$ cat config.mk
export PLATFORM = sky130hd
export DESIGN_NAME = mem_bus_arbiter
export DESIGN_NICKNAME = d
export VERILOG_FILES = /design/src/rtl/mem_arb_pkg.sv /design/src/rtl/mem_arb_port.sv /design/src/rtl/mem_bus_arbiter.sv
export SDC_FILE = /design/constraint.sdc
export NUM_CORES = 1
export LEC_CHECK = 0
export BUFFER_PORTS_ARGS = -buffer_cell sky130_fd_sc_hd__buf_2
export CAP_MARGIN = 20
export CORE_AREA = 2 2 62 76
export DETAILED_ROUTE_END_ITERATION = 16
export DIE_AREA = 0 0 64 78
export PLACE_DENSITY = 0.67
export SLEW_MARGIN = 10
export SYNTH_ARGS = -nofsm -noshare
export SYNTH_HDL_FRONTEND = slang
export SYNTH_SLANG_ARGS = --single-unit
$ cat constraint.sdc
create_clock -name Clk -period 1.9 [get_ports Clk]
set_input_delay 0.38 -clock Clk [delete_from_list [all_inputs] [get_ports Clk]]
set_output_delay 0.38 -clock Clk [all_outputs]
set_load 0.005 [all_outputs]
$ cat src/rtl/mem_arb_pkg.sv
// Shared types and defaults for the memory bus arbiter: FSM states, owner encoding, widths.
// No logic; imported by mem_arb_port and mem_bus_arbiter.
package mem_arb_pkg;

    localparam int ADDR_W_DEF = 8;
    localparam int DATA_W_DEF = 8;

    typedef enum logic [1:0] {
        IDLE = 2'd0,
        ADDR = 2'd1,
        DATA = 2'd2,
        DONE = 2'd3
    } arb_state_e;

    localparam logic OWN_CPU = 1'b0;
    localparam logic OWN_DMA = 1'b1;

endpackage

$ cat src/rtl/mem_arb_port.sv
// Per-requester return path: read-data capture register and one-cycle ack; both settle one cycle after DATA.
// No backpressure; ack is a pulse the requester must observe while it holds req.
module mem_arb_port
    import mem_arb_pkg::*;
#(
    parameter int DATA_W = DATA_W_DEF
) (
    input  logic              Clk,
    input  logic              Reset,
    input  logic              data_sel,
    input  logic              write,
    input  logic [DATA_W-1:0] mem_rdata,
    output logic              ack,
    output logic [DATA_W-1:0] rdata
);

    logic              ack_q, ack_d;
    logic [DATA_W-1:0] rdata_q, rdata_d;

    // Registering on the DATA phase makes ack and rdata land together in DONE.
    always_comb begin
        ack_d   = data_sel;
        rdata_d = rdata_q;
        if (data_sel && !write) begin
            rdata_d = mem_rdata;
        end
    end

    always_ff @(posedge Clk or negedge Reset) begin
        if (!Reset) begin
            ack_q   <= 1'b0;
            rdata_q <= '0;
        end else begin
            ack_q   <= ack_d;
            rdata_q <= rdata_d;
        end
    end

    assign ack   = ack_q;
    assign rdata = rdata_q;

endmodule

$ cat src/rtl/mem_bus_arbiter.sv
// CPU/DMA round-robin arbiter for the 8-bit memory bus; req->ack 3 cycles, requesters hold req until ack.
// MEM_ARB_LOCK_EN adds cpu_lock/dma_lock: owner keeps the bus from DONE straight into ADDR.
module mem_bus_arbiter
    import mem_arb_pkg::*;
#(
    parameter int ADDR_W = ADDR_W_DEF,
    parameter int DATA_W = DATA_W_DEF
) (
    input  logic              Clk,
    input  logic              Reset,
`ifdef MEM_ARB_LOCK_EN
    input  logic              cpu_lock,
    input  logic              dma_lock,
`endif
    input  logic              cpu_req,
    input  logic [ADDR_W-1:0] cpu_addr,
    input  logic [DATA_W-1:0] cpu_wdata,
    input  logic              cpu_write,
    output logic              cpu_ack,
    output logic [DATA_W-1:0] cpu_rdata,
    input  logic              dma_req,
    input  logic [ADDR_W-1:0] dma_addr,
    input  logic [DATA_W-1:0] dma_wdata,
    input  logic              dma_write,
    output logic              dma_ack,
    output logic [DATA_W-1:0] dma_rdata,
    output logic [ADDR_W-1:0] mem_addr,
    output logic [DATA_W-1:0] mem_wdata,
    output logic              mem_write,
    input  logic [DATA_W-1:0] mem_rdata,
    output logic              owner,
    output logic              busy
);

    arb_state_e state_q, state_d;
    logic       owner_q, owner_d;
    logic       own_write;
    logic       cpu_data_sel;
    logic       dma_data_sel;

    always_comb begin
        state_d = state_q;
        owner_d = owner_q;
        case (state_q)
            IDLE: begin
                if (cpu_req || dma_req) begin
                    state_d = ADDR;
                    // Under contention the port that did not hold the bus last wins.
                    if (cpu_req && dma_req) begin
                        owner_d = ~owner_q;
                    end else begin
                        owner_d = dma_req ? OWN_DMA : OWN_CPU;
                    end
                end
            end
            ADDR: state_d = DATA;
            DATA: state_d = DONE;
            DONE: begin
                state_d = IDLE;
`ifdef MEM_ARB_LOCK_EN
                if ((owner_q == OWN_DMA) ? dma_lock : cpu_lock) begin
                    state_d = ADDR;
                end
`endif
            end
            default: state_d = IDLE;
        endcase
    end

    always_ff @(posedge Clk or negedge Reset) begin
        if (!Reset) begin
            state_q <= IDLE;
            owner_q <= OWN_DMA;
        end else begin
            state_q <= state_d;
            owner_q <= owner_d;
        end
    end

    // Bus is driven only in ADDR/DATA; the strobe follows state_q so reset drops it at once.
    always_comb begin
        own_write = (owner_q == OWN_DMA) ? dma_write : cpu_write;
        mem_addr  = '0;
        mem_wdata = '0;
        mem_write = 1'b0;
        if (state_q == ADDR || state_q == DATA) begin
            mem_addr  = (owner_q == OWN_DMA) ? dma_addr  : cpu_addr;
            mem_wdata = (owner_q == OWN_DMA) ? dma_wdata : cpu_wdata;
        end
        if (state_q == ADDR) begin
            mem_write = own_write;
        end
    end

    assign cpu_data_sel = (state_q == DATA) && (owner_q == OWN_CPU);
    assign dma_data_sel = (state_q == DATA) && (owner_q == OWN_DMA);
    assign owner        = owner_q;
    assign busy         = (state_q != IDLE);

    mem_arb_port #(.DATA_W(DATA_W)) u_cpu_port (
        .Clk       (Clk),
        .Reset     (Reset),
        .data_sel  (cpu_data_sel),
        .write     (cpu_write),
        .mem_rdata (mem_rdata),
        .ack       (cpu_ack),
        .rdata     (cpu_rdata)
    );

    mem_arb_port #(.DATA_W(DATA_W)) u_dma_port (
        .Clk       (Clk),
        .Reset     (Reset),
        .data_sel  (dma_data_sel),
        .write     (dma_write),
        .mem_rdata (mem_rdata),
        .ack       (dma_ack),
        .rdata     (dma_rdata)
    );

endmodule

After elaboration in Yosys (flattened, before gate mapping)

Index checks and enable logic that the tools add are counted.

Equality and inequality tests: 4
Multiplexer cells: 10
Bitwise operators: 1
Reductions and logical operators: 12

Operator list:

| kind                                          | count |
|---|---|
| 2-to-1 mux 8 bit                              | 4 |
| one-hot mux 2 bit (4 select lines)            | 1 |
| logical AND 1 bit                             | 5 |
| == test 2 bit, second input constant          | 2 |
| 2-to-1 mux 1 bit                              | 4 |
| == test 2 x 1 -> 1 bit, second input constant | 1 |
| logical NOT 1 bit                             | 2 |
| logical NOT 2 bit                             | 1 |
| logical OR 1 bit                              | 2 |
| 2-to-1 mux 2 bit                              | 1 |
| inequality test 2 bit, second input constant  | 1 |
| AND reduction 2 bit                           | 1 |
| nonzero test 2 bit                            | 1 |
| inverter 1 bit                                | 1 |

Bits in registers: 21
Logic and storage cells: 33

Longest topological paths before layout

Gate-level depths: netlist of the first run.

Word-level depth: 3
Gate-level depth with buffers: 4

Hierarchy

A second synthesis of the first run with hierarchy kept.

Cells, all modules: 93
Area total of the unflattened synthesis: 1242.4 µm²

By module, submodules not included:

| module          | times used | cells an instance | area each (µm²) | sequential area each (µm²) |
|---|---|---|---|---|
| mem_arb_port    | 2          | 19                | 370.4           | 225.2 |
| mem_bus_arbiter | 1          | 55                | 501.7           | 76.3 |

Worst setup path before layout of the first run

No wires, ideal clock.

Kind: flip-flop to output port
Start point: reg owner_q (netlist: owner)
End point: out mem_addr[0]
Arrival: 1156 ps
Data required time: 1520 ps
Setup slack: 364 ps
Stages on the path, launching flop included: 5
Path through: dfstp_2 buf_6 buf_2 mux2i_1 nor2b_1

Cells in the longest elaborated chain, start to end: 2

Ends and longest elaborated chain:

| what                   | line                  | source |
|---|---|---|
| start, declared        | mem_bus_arbiter.sv:36 | `logic owner_q, owner_d;` |
| start signal, assigned | mem_bus_arbiter.sv:76 | `owner_q <= owner_d;` |
| 2-to-1 mux 8 bit       | mem_bus_arbiter.sv:87 | `mem_addr = (owner_q == OWN_DMA) ? dma_addr : cpu_addr;` |
| 2-to-1 mux 8 bit       | mem_bus_arbiter.sv:86 | `if (state_q == ADDR \|\| state_q == DATA) begin` |
| end, declared          | mem_bus_arbiter.sv:27 | `output logic [ADDR_W-1:0] mem_addr,` |

Every way passes these cells.

Final worst setup path of the first run

Start point: reg state_q[0]
End point: reg u_cpu_port.rdata_q[2] (netlist: u_cpu_port.rdata[2])

Cells in the longest elaborated chain, start to end: 3

Ends and longest elaborated chain:

| what                   | line                  | source |
|---|---|---|
| start, declared        | mem_bus_arbiter.sv:35 | `arb_state_e state_q, state_d;` |
| start signal, assigned | mem_bus_arbiter.sv:75 | `state_q <= state_d;` |
| == test 2 bit          | mem_bus_arbiter.sv:95 | `assign cpu_data_sel = (state_q == DATA) && (owner_q == OWN_CPU);` |
| logical AND 1 bit      | mem_bus_arbiter.sv:95 |  |
| logical AND 1 bit      | mem_arb_port.sv:24    | `if (data_sel && !write) begin` |
| end signal, assigned   | mem_arb_port.sv:35    | `rdata_q <= rdata_d;` |
| end, declared          | mem_arb_port.sv:18    | `logic [DATA_W-1:0] rdata_q, rdata_d;` |

Every way passes these cells.
A chain may end at the register's enable or synchronous reset.

==> qor.txt, run 1 <==
Mapped Avg Cell Area: 12.57 µm²
Pre-CTS setup slack: 0.1544 ns
Crit-path cells: inv_1, ha_1, nor3b_4, mux2_2
Post-synthesis cell count: 92
Clock period minus worst slack: 1.792 ns
PwrDens: 1559 nW/µm²
CTS tree: yes
Hold Fails Final Rpt: 0
Kind of critical path: reg2reg
Layout Nets: 229
Vias in the first global route: 1029
ANT cells: 0
CTS Hold Buffers Added: 0
Unique masters post-synth: 17
FILL cells: 412
Root Buffer: clkbuf_8
CTS Buf Count: 3
Syn Nets: 142
Hpwl dp: 2.176 mm
FF+latch count, synth: 21
Top area cells in the synthesized netlist: dfrtp_1 (43%), mux2_2 (17%), mux2i_1 (16%)
Total Routed Length: 2.666 mm
I/O pins: 83
CP delay by family, top: simple AND/OR/NAND/NOR gates
Largest net degree at the start of global routing: 22
Period utilisation layout: 94.29%
WHS: 0.07665 ns
DR WL/cell: 11.39 µm
CP peak stage delay: 0.46 ns
Max FO, Critical Path: 8
First drt pass iteration count: 3
Post-Route Setup TNS: 0 ns
Post-Layout Cell Count: 234
Share of layout cells above drive strength 1: 61.80%
RSZ-0062 raised after global routing: no
Clk Latency, worst-skew pair: 0.25 ns
Final core utilization: 40.79%
DRT antenna net count: 0
Width of the die: 64 µm
Static Leakage: 0.9296 nW
Buf/Inv on CP: 1
CORE AREA: 4197 µm²
Initial DRC count: 10
Reg area: 526.8 µm²
Top-area cell type share of the netlist area: 43.29%
Slew Limit Fails: 0
Multi-input logic area: 605.6 µm²
Total gr overflow: 0
Final instance area: 1712 µm²
Min-delay worst type: in2async
Sequential cell area fraction in the yosys report: 45.56%
Via density: 4.333
Area growth, synth to finish: 48.05%
Clock transition at path regs: 0.07 ns
Total clock sinks: 21
Initial core utilization: 27.55%
Area leader, netlist: dfrtp_1
Yosys warnings: 0
Clock Skew: 0.003549 ns
Clock Tree Buf Depth: 2
Routability Congestion: 0.7217
Slew HR: 68.67%
Worst setup margin: 0.1085 ns
Die ar.: 4992 µm²
Critical path required time: 2.04 ns
Number of port buffers: 82
Final setup viols: 0
Synthesized area: 1156 µm²
Max Cap Viol: 0
Peak VDD IR: 603.1 µV
Slowest-stage cell, CP: nor3b_4
Crit start category: register
Outcome: finished, final reports clean
Final Total Pwr: 2.669 mW
Worst-Margin Slew: 0.4700 ns
WP data arrival: 1.93 ns
Die height: 78 µm
F_max: 558.2 MHz
Worst setup EP type: register
DRC Markers: 0
Placed standard-cell area: 1632 µm²
Initial antenna violation count: 0
Total number of vias: 1014
DP Cell Count: 227
FP Rows: 26
Global Route Usage Sum: 10.39%
H-tree lvl count: 1
Global-route wire length before repair: 4.264 mm
## cell families (layout without fill, tap and decap cells)
logic type	count (synthesis)	count (layout)	share of synthesized area (%)
AOI/OAI and AO/OA	2	2	0.9740
buffers and inverters	7	93	3.138
muxes	35	35	32.14
adders and majority gates	4	4	4.329
and+or+nand+nor	23	23	13.85
DFF	21	21	45.56
## what timing repair did
action                                  in CTS  in global routing
buffers inserted                             3                  0
endpoints found under the hold margin        0                  0
pin swaps                                    0                  0
endpoints found under the setup margin      16                 16
gates resized for setup                      1                  1
## cells in the mapped netlist
| cell | instances |
|---|---|
| clkbuf_1 | 1 |
| nand3b_2 | 1 |
| nor3b_4 | 1 |
| ha_1 | 4 |
| buf_6 | 1 |
| dfstp_2 | 1 |
| nor3b_1 | 1 |
| a21oi_1 | 1 |
| a31oi_1 | 1 |
| inv_1 | 3 |
| dfrtp_1 | 20 |
| nor2b_1 | 18 |
| mux2_2 | 17 |
| buf_2 | 2 |
| nor2_1 | 1 |
| mux2i_1 | 18 |
| and2_1 | 1 |
## per-layer routing
metal / vias to the layer above / GRT usage [%] / wire length, µm
met2: 65 / 19.27 / 1266
met1: 459 / 11.41 / 1090
met5: - / 0 / 0
li1: 488 / - / -
met3: 2 / 2.899 / 302
met4: 0 / 2.609 / 6
## power breakdown
part	internal, mW	switching (mW)
combinational	0.933	0.674
sequential	0.680	0.104
clock	0.149	0.130
total	1.76	0.907
## placed cells by master, fill, tap and decap left out
master     n
mux2_2    17
nor3b_4    1
clkbuf_8   3
nand3b_2   1
ha_4       1
a31oi_1    1
dfrtp_1   20
nor3b_1    1
a21oi_1    1
dfstp_2    1
inv_1      3
ha_1       3
nor2b_1   18
buf_2     82
and2_1     1
nor2_1     1
buf_12     1
buf_4      3
mux2i_1   18
clkbuf_1   1
## layout make-up
cell class              instances  share of cell area, %
clock buffers                   4                  2.632
inverters                       3                 0.6579
multi-input cells              64                  35.38
flip-flops and latches         21                  30.77
well taps                      56                  4.094
repair buffers                 86                  26.46
## flip-flops by register name, indices dropped and copies added (netlist names)
name              count
state_q               2
u_dma_port.ack        1
u_dma_port.rdata      8
u_cpu_port.ack        1
owner                 1
u_cpu_port.rdata      8
## worst paths after layout
check                                     from                  end  slack [ns]  depth (start not counted)
setup / recovery                    state_q[0]  u_cpu_port.rdata[2]        0.11                          4
hold / removal                           Reset  u_dma_port.rdata[5]        0.08                          1
setup reg to reg                    state_q[0]  u_cpu_port.rdata[2]        0.11                          4
hold reg to reg            u_dma_port.rdata[2]  u_dma_port.rdata[2]        0.50                          1
max in group asynchronous                Reset                owner        1.48                          1
min in group Clk                       cpu_req                owner        0.30                          2
Power figures use the tool's default switching activity.
==> inputs of run 2 (changes only) <==
--- a/config.mk
+++ b/config.mk
@@ -5,11 +5,12 @@
 export SDC_FILE = /design/constraint.sdc
 export NUM_CORES = 1
 export LEC_CHECK = 0
+export ABC_AREA = 1
 export BUFFER_PORTS_ARGS = -buffer_cell sky130_fd_sc_hd__buf_2
 export CAP_MARGIN = 20
-export CORE_AREA = 2 2 62 76
+export CORE_AREA = 2 2 63 77
 export DETAILED_ROUTE_END_ITERATION = 16
-export DIE_AREA = 0 0 64 78
+export DIE_AREA = 0 0 65 79
 export PLACE_DENSITY = 0.67
 export SLEW_MARGIN = 10
 export SYNTH_ARGS = -nofsm -noshare
==> constraint.sdc (replaced) <==
create_clock -name Clk -period 1.8 [get_ports Clk]
set_input_delay 0.36 -clock Clk [delete_from_list [all_inputs] [get_ports Clk]]
set_output_delay 0.36 -clock Clk [all_outputs]
set_load 0.005 [all_outputs]
==> run 2 against run 1 <==
Against the previous run:
- clock skew is essentially flat
- critical endpoint is now mem_addr[5]
- global-route usage increased by 3.5 points
- non-clock buffer count up 5
- wire length up 32%
- count of clock-buffer cells in the layout unchanged
- highest routed layer unchanged
- final cell count is 29% higher
- die area is 2.9% higher
- clock power rose by 11%
- first-iteration DRC count rose to 8.8 times the previous value
==> qor.txt, run 2 <==
Root Buffer: clkbuf_8
Total Routed Length: 3.509 mm (+32%)
Die height: 79 µm (+1.3%)
Most instantiated cells after synthesis: nand2_1 (41), nor2_1 (35), dfrtp_1 (20), o21ai_0 (15), nand3_1 (11)
Clock period minus worst slack: 1.796 ns
Syn Nets: 205 (+44%)
Total clock sinks: 21 (unchanged)
Width of the die: 65 µm (+1.6%)
Clock Skew: 0.003349 ns (-0.0002003 ns)
Slew HR: 55.04% (-14 points)
Final core utilization: 40.49% (-0.30 points)
DRT antenna net count: 0 (unchanged)
Global-route wire length before repair: 5.595 mm (+31%)
H-tree lvl count: 1 (unchanged)
RSZ-0062 raised after global routing: yes
Max Cap Viol: 0 (unchanged)
Share of layout cells above drive strength 1: 44.03% (-18 points)
Worst setup EP type: primary output
Critical path required time: 1.44 ns (-0.60 ns)
Period utilisation layout: 99.75%
PwrDens: 1802 nW/µm² (+16%)
FF-to-FF Start: state_q[0]
Max FO, Critical Path: 8 (unchanged)
Placed standard-cell area: 1652 µm² (+1.2%)
Pre-CTS setup slack: 0.04901 ns (-0.1054 ns)
Largest net degree at the start of global routing: 22 (unchanged)
Area leader, netlist: dfrtp_1
Hold Fails Final Rpt: 0 (unchanged)
WP data arrival: 1.44 ns (-0.49 ns)
Sequential cell area fraction in the yosys report: 43.99% (-1.6 points)
R2R setup slack: 0.22 ns (+0.11 ns)
Layout Nets: 294 (+28%)
Global Route Usage Sum: 13.87% (+3.5 points)
Initial DRC count: 88 (+78)
Commonest non-fill, non-tap cell in the layout: buf_2
Multi-input logic area: 608.1 µm² (+0.41%)
Die ar.: 5135 µm² (+2.9%)
F_max: 556.9 MHz
Yosys warnings: 0 (unchanged)
Final setup viols: 0 (unchanged)
I/O pins: 83 (unchanged)
Initial antenna violation count: 0 (unchanged)
DRC Markers: 0 (unchanged)
FFs w/ async S/R, synth: 100.0% (unchanged)
CORE AREA: 4425 µm² (+5.5%)
WHS: 0.05062 ns (-0.02604 ns)
Top-area cell type share of the netlist area: 41.80% (-1.5 points)
FP Rows: 27 (+3.8%)
DR WL/cell: 11.66 µm (+2.3%)
Via density: 4.468 (+3.1%)
Worst-Margin Slew: 0.6744 ns (+0.2045 ns)
Hpwl dp: 2.676 mm (+23%)
Worst setup margin: 0.004488 ns (-0.1040 ns)
Unique masters post-synth: 19 (+2)
Crit start category: register
Most common cell in the netlist: nand2_1
Slew Limit Fails: 0 (unchanged)
Number of port buffers: 82 (unchanged)
Static Leakage: 1.035 nW (+11%)
Setup crit start: state_q[1]
FILL cells: 487 (+18%)
Mapped Avg Cell Area: 7.725 µm² (-39%)
Area growth, synth to finish: 49.63%
Total gr overflow: 0 (unchanged)
Clock transition at path regs: 0.08 ns (about the same)
Outcome: finished, final reports clean
Reg2reg end: u_dma_port.rdata[4]
DP Cell Count: 291 (+28%)
CTS Buf Count: 3 (unchanged)
R2R depth: 5 (+1)
Setup crit end: mem_addr[5]
Peak VDD IR: 743.4 µV (+23%)
ANT cells: 0 (unchanged)
Synthesized area: 1197 µm² (+3.6%)
Routability Congestion: 0.7258 (+0.57%)
Top FF cell, synth: dfrtp_1
Kind of critical path: reg2out
EDFF count, synth: 0 (unchanged)
Top area cells in the synthesized netlist: dfrtp_1 (42%), nand2_1 (13%), nor2_1 (11%)
First drt pass iteration count: 4 (+1)
Final instance area: 1792 µm² (+4.7%)
FF+latch count, synth: 21 (unchanged)
Most frequent cells in the layout: buf_2 (82), nand2_1 (41), nor2_1 (35), dfrtp_1 (20), nand3_1 (11)
Reg area: 526.8 µm² (unchanged)
Min-delay worst type: in2async
Initial core utilization: 27.06% (-0.49 points)
Post-Layout Cell Count: 301 (+29%)
CTS tree: yes
Vias in the first global route: 1339 (+30%)
Clk Latency, worst-skew pair: 0.26 ns (about the same)
Total number of vias: 1345 (+33%)
Post-synthesis cell count: 155 (+68%)
Clock Tree Buf Depth: 2 (unchanged)
==> run 2: cell count changes after synthesis, sizes merged, moves of 2 or more <==
cell / delta
nand2: +42
nor2: +35
mux2i: -18
nor2b: -18
mux2: -17
o21ai: +17
nand3: +12
nand4: +8
buf: +4
inv: +3
nor3b: -2
==> run 2: final cells by class <==
class / instances / area share (%)
Sequential cell: 21 / 29.40
Multi-Input combinational cell: 120 / 33.94
Timing Repair Buffer: 91 / 28.49
Inverter: 7 / 1.606
Tap cell: 58 / 4.050
Clock buffer: 4 / 2.514
==> run 2: critical path, stage by stage (launching register included) <==
cell and delay [ns]:
dfrtp_1 0.40, inv_2 0.08, ha_4 0.30, buf_6 0.13, o21ai_1 0.06, nor2_1 0.09
buf_2 0.12
==> run 2: logic make-up (layout without fill, tap and decap cells) <==
family / count (synthesis) / after routing / share of synthesized area, %
buf+inv: 14 / 102 / 7.522
flops: 21 / 21 / 43.99
compound gates: 17 / 17 / 7.105
fa+ha+maj: 4 / 4 / 4.180
simple gates: 99 / 99 / 37.20
==> run 2: per-layer routing <==
layer / wire length, µm / track usage, % / vias to the layer above
li1: - / - / 679
met2: 1743 / 26.49 / 77
met4: 17 / 4.468 / 0
met1: 1384 / 14.93 / 587
met5: 0 / 0 / -
met3: 363 / 2.833 / 2
==> run 2: per-stage QoR <==
| step | TNS (ns) | power, mW |
|---|---|---|
| floorplan | 0 | 1.880 |
| global placement | 0 | 2.508 |
| detailed placement | 0 | 2.547 |
| CTS | 0 | 2.948 |
| global route | -1.274 | 3.582 |
| finish | 0 | 3.229 |
==> run 2: power breakdown <==
group / total [mW] / leakage (nW) / internal [mW] / switching [mW]
registers: 0.816 / 0.263 / 0.693 / 0.122
clock network: 0.310 / 0.0228 / 0.158 / 0.152
logic: 2.10 / 0.749 / 1.02 / 1.08
==> run 2: how the worst min path moves through the flow <==
stage | end | slack, ns | startpoint
floorplan | state_q[0] | 0.06 | Reset
global placement | u_dma_port.rdata[2] | 0.34 | Reset
detailed placement | u_dma_port.rdata[2] | 0.35 | Reset
CTS | u_dma_port.rdata[3] | 0.07 | Reset
global route | u_dma_port.rdata[3] | 0.08 | Reset
finish | u_dma_port.rdata[3] | 0.05 | Reset
==> run 2: what timing repair did <==
| item | in CTS | in global routing |
|---|---|---|
| setup endpoints to repair | 17 | 16 |
| hold buffers | 0 | 0 |
| setup buffers | 1 | 5 |
| endpoints found under the hold margin | 0 | 0 |
| resized for setup | 4 | 18 |
| pin swaps | 1 | 7 |
==> inputs of run 3 (changes only) <==
--- a/config.mk
+++ b/config.mk
@@ -11,7 +11,6 @@
 export CORE_AREA = 2 2 63 77
 export DETAILED_ROUTE_END_ITERATION = 16
 export DIE_AREA = 0 0 65 79
-export PLACE_DENSITY = 0.67
 export SLEW_MARGIN = 10
 export SYNTH_ARGS = -nofsm -noshare
 export SYNTH_HDL_FRONTEND = slang
==> run 3 against run 2 <==
Against the previous run:
- largest cell class unchanged
- critical path type unchanged
- total power shrank 2.4%
- final cell count is the same
- setup slack gained 0.051 ns
- die area is the same
- global-route usage grew 0.085 points
- clock skew grew 0.0029 ns
- sequential power is essentially flat
- wire length shrank 3.4%
- non-clock buffer count is the same
==> qor.txt, run 3 (synthesis gave the netlist of run 2 again) <==
Worst-Margin Slew: 0.4729 ns (-0.2015 ns)
Post-Layout Cell Count: 301 (unchanged)
RSZ-0062 raised after global routing: yes
PwrDens: 1771 nW/µm² (-1.7%)
Multi-input logic area: 600.6 µm² (-1.2%)
CTS Buf Count: 3 (unchanged)
Max FO, Critical Path: 9 (+1)
Commonest non-fill, non-tap cell in the layout: buf_2
Root Buffer: clkbuf_8
Max Cap Viol: 0 (unchanged)
Kind of critical path: reg2out
Die height: 79 µm (unchanged)
DR WL/cell: 11.26 µm (-3.4%)
Slew HR: 68.47% (+13 points)
Global Route Usage Sum: 13.96% (+0.085 points)
DP Cell Count: 291 (unchanged)
Most frequent cells in the layout: buf_2 (82), nand2_1 (41), nor2_1 (35), dfrtp_1 (20), nand3_1 (11)
Clock transition at path regs: 0.08 ns (about the same)
Clk Latency, worst-skew pair: 0.25 ns (about the same)
Global-route wire length before repair: 5.782 mm (+3.3%)
Total gr overflow: 0 (unchanged)
Layout Nets: 294 (unchanged)
Initial core utilization: 27.06% (unchanged)
Slew Limit Fails: 0 (unchanged)
Outcome: finished, final reports clean
Die ar.: 5135 µm² (unchanged)
Worst setup EP type: primary output
Number of port buffers: 82 (unchanged)
Reg area: 526.8 µm² (unchanged)
Min-delay worst type: in2async
Clock period minus worst slack: 1.744 ns (-0.05127 ns)
Static Leakage: 1.034 nW (about the same)
Clock Skew: 0.006217 ns (+0.002868 ns)
Total clock sinks: 21 (unchanged)
H-tree lvl count: 1 (unchanged)
FP Rows: 27 (unchanged)
Post-Route Setup TNS: 0 ns (unchanged)
Area growth, synth to finish: 48.69%
Final core utilization: 40.23% (-0.25 points)
CORE AREA: 4425 µm² (unchanged)
CTS tree: yes
F_max: 573.3 MHz (+2.9%)
Initial antenna violation count: 0 (unchanged)
Peak VDD IR: 625.3 µV (-16%)
DRC Markers: 0 (unchanged)
Via density: 4.538 (+1.6%)
Total Routed Length: 3.389 mm (-3.4%)
Clock Tree Buf Depth: 2 (unchanged)
Period utilisation layout: 96.90% (-2.8 points)
Routability Congestion: 0.6904 (-4.9%)
Worst setup margin: 0.05576 ns (+0.05127 ns)
First drt pass iteration count: 4 (unchanged)
Hold Fails Final Rpt: 0 (unchanged)
Pre-CTS setup slack: -0.01436 ns (-0.06337 ns)
WP data arrival: 1.38 ns (-0.06 ns)
ANT cells: 0 (unchanged)
Width of the die: 65 µm (unchanged)
Share of layout cells above drive strength 1: 43.21% (-0.82 points)
DRT antenna net count: 0 (unchanged)
FILL cells: 478 (-1.8%)
Crit start category: register
Vias in the first global route: 1330 (-0.67%)
Largest net degree at the start of global routing: 22 (unchanged)
Total number of vias: 1366 (+1.6%)
I/O pins: 83 (unchanged)
Hpwl dp: 2.547 mm (-4.8%)
Initial DRC count: 59 (-33%)
Final setup viols: 0 (unchanged)
Critical path required time: 1.44 ns (about the same)
run 3: cell types whose count changed in the layout (fill, tap and decap cells not counted):
cell,previous run,this run
buf_4,5,6
buf_6,2,1
o21ai_0,9,6
o21ai_2,4,2
o21ai_1,4,9
run 3: path summary, 6_finish.rpt:
kind | to | cells after the start | slack, ns | start
max reg2reg | u_dma_port.rdata[3] | 5 | 0.32 | state_q[0]
max | mem_wdata[1] | 6 | 0.06 | state_q[1]
min reg2reg | u_dma_port.rdata[5] | 2 | 0.47 | u_dma_port.rdata[5]
max in group asynchronous | owner | 1 | 1.40 | Reset
min in group Clk | owner | 3 | 0.33 | dma_req
min | u_dma_port.ack | 1 | 0.05 | Reset
run 3: repair_timing:
item / CTS / global route
buffers inserted: 1 / 5
hold buffers: 0 / 0
pin swaps: 1 / 3
setup endpoints to repair: 17 / 17
gates resized for setup: 3 / 16
run 3: worst max-delay path, stage by stage (launching register included):
cell and delay (ns):
dfrtp_1 0.39, inv_2 0.07, ha_4 0.28, buf_12 0.12
o21ai_0 0.08, nor2_1 0.08, buf_2 0.11
run 3: layout make-up:
type / count / share of cell area (%)
Multi-Input combinational cell: 120 / 33.73
Tap cell: 58 / 4.076
Sequential cell: 21 / 29.59
Timing Repair Buffer: 91 / 28.46
Inverter: 7 / 1.616
Clock buffer: 4 / 2.530
run 3: stage by stage:
step | power, mW | hold slack, ns | cell area (µm²)
floorplan | 1.880 | 0.06441 | 1197
global placement | 2.522 | 0.3457 | 1652
detailed placement | 2.553 | 0.3491 | 1652
CTS | 2.935 | 0.06426 | 1717
global route | 3.520 | 0.08285 | 1780
finish | 3.153 | 0.05008 | 1780
run 3: report_power, final:
part | internal, mW | leakage (nW) | switching [mW]
logic | 0.977 | 0.748 | 1.06
registers | 0.694 | 0.263 | 0.121
clock network | 0.157 | 0.0228 | 0.142
run 3: routing by layer:
metal	vias to the layer above	share of wire, %	global-route usage, %
li1	678	-	-
met1	603	41	17.14
met2	83	47	24.12
met3	2	11	3.399
met4	0	0.62	3.830
met5	-	0	0
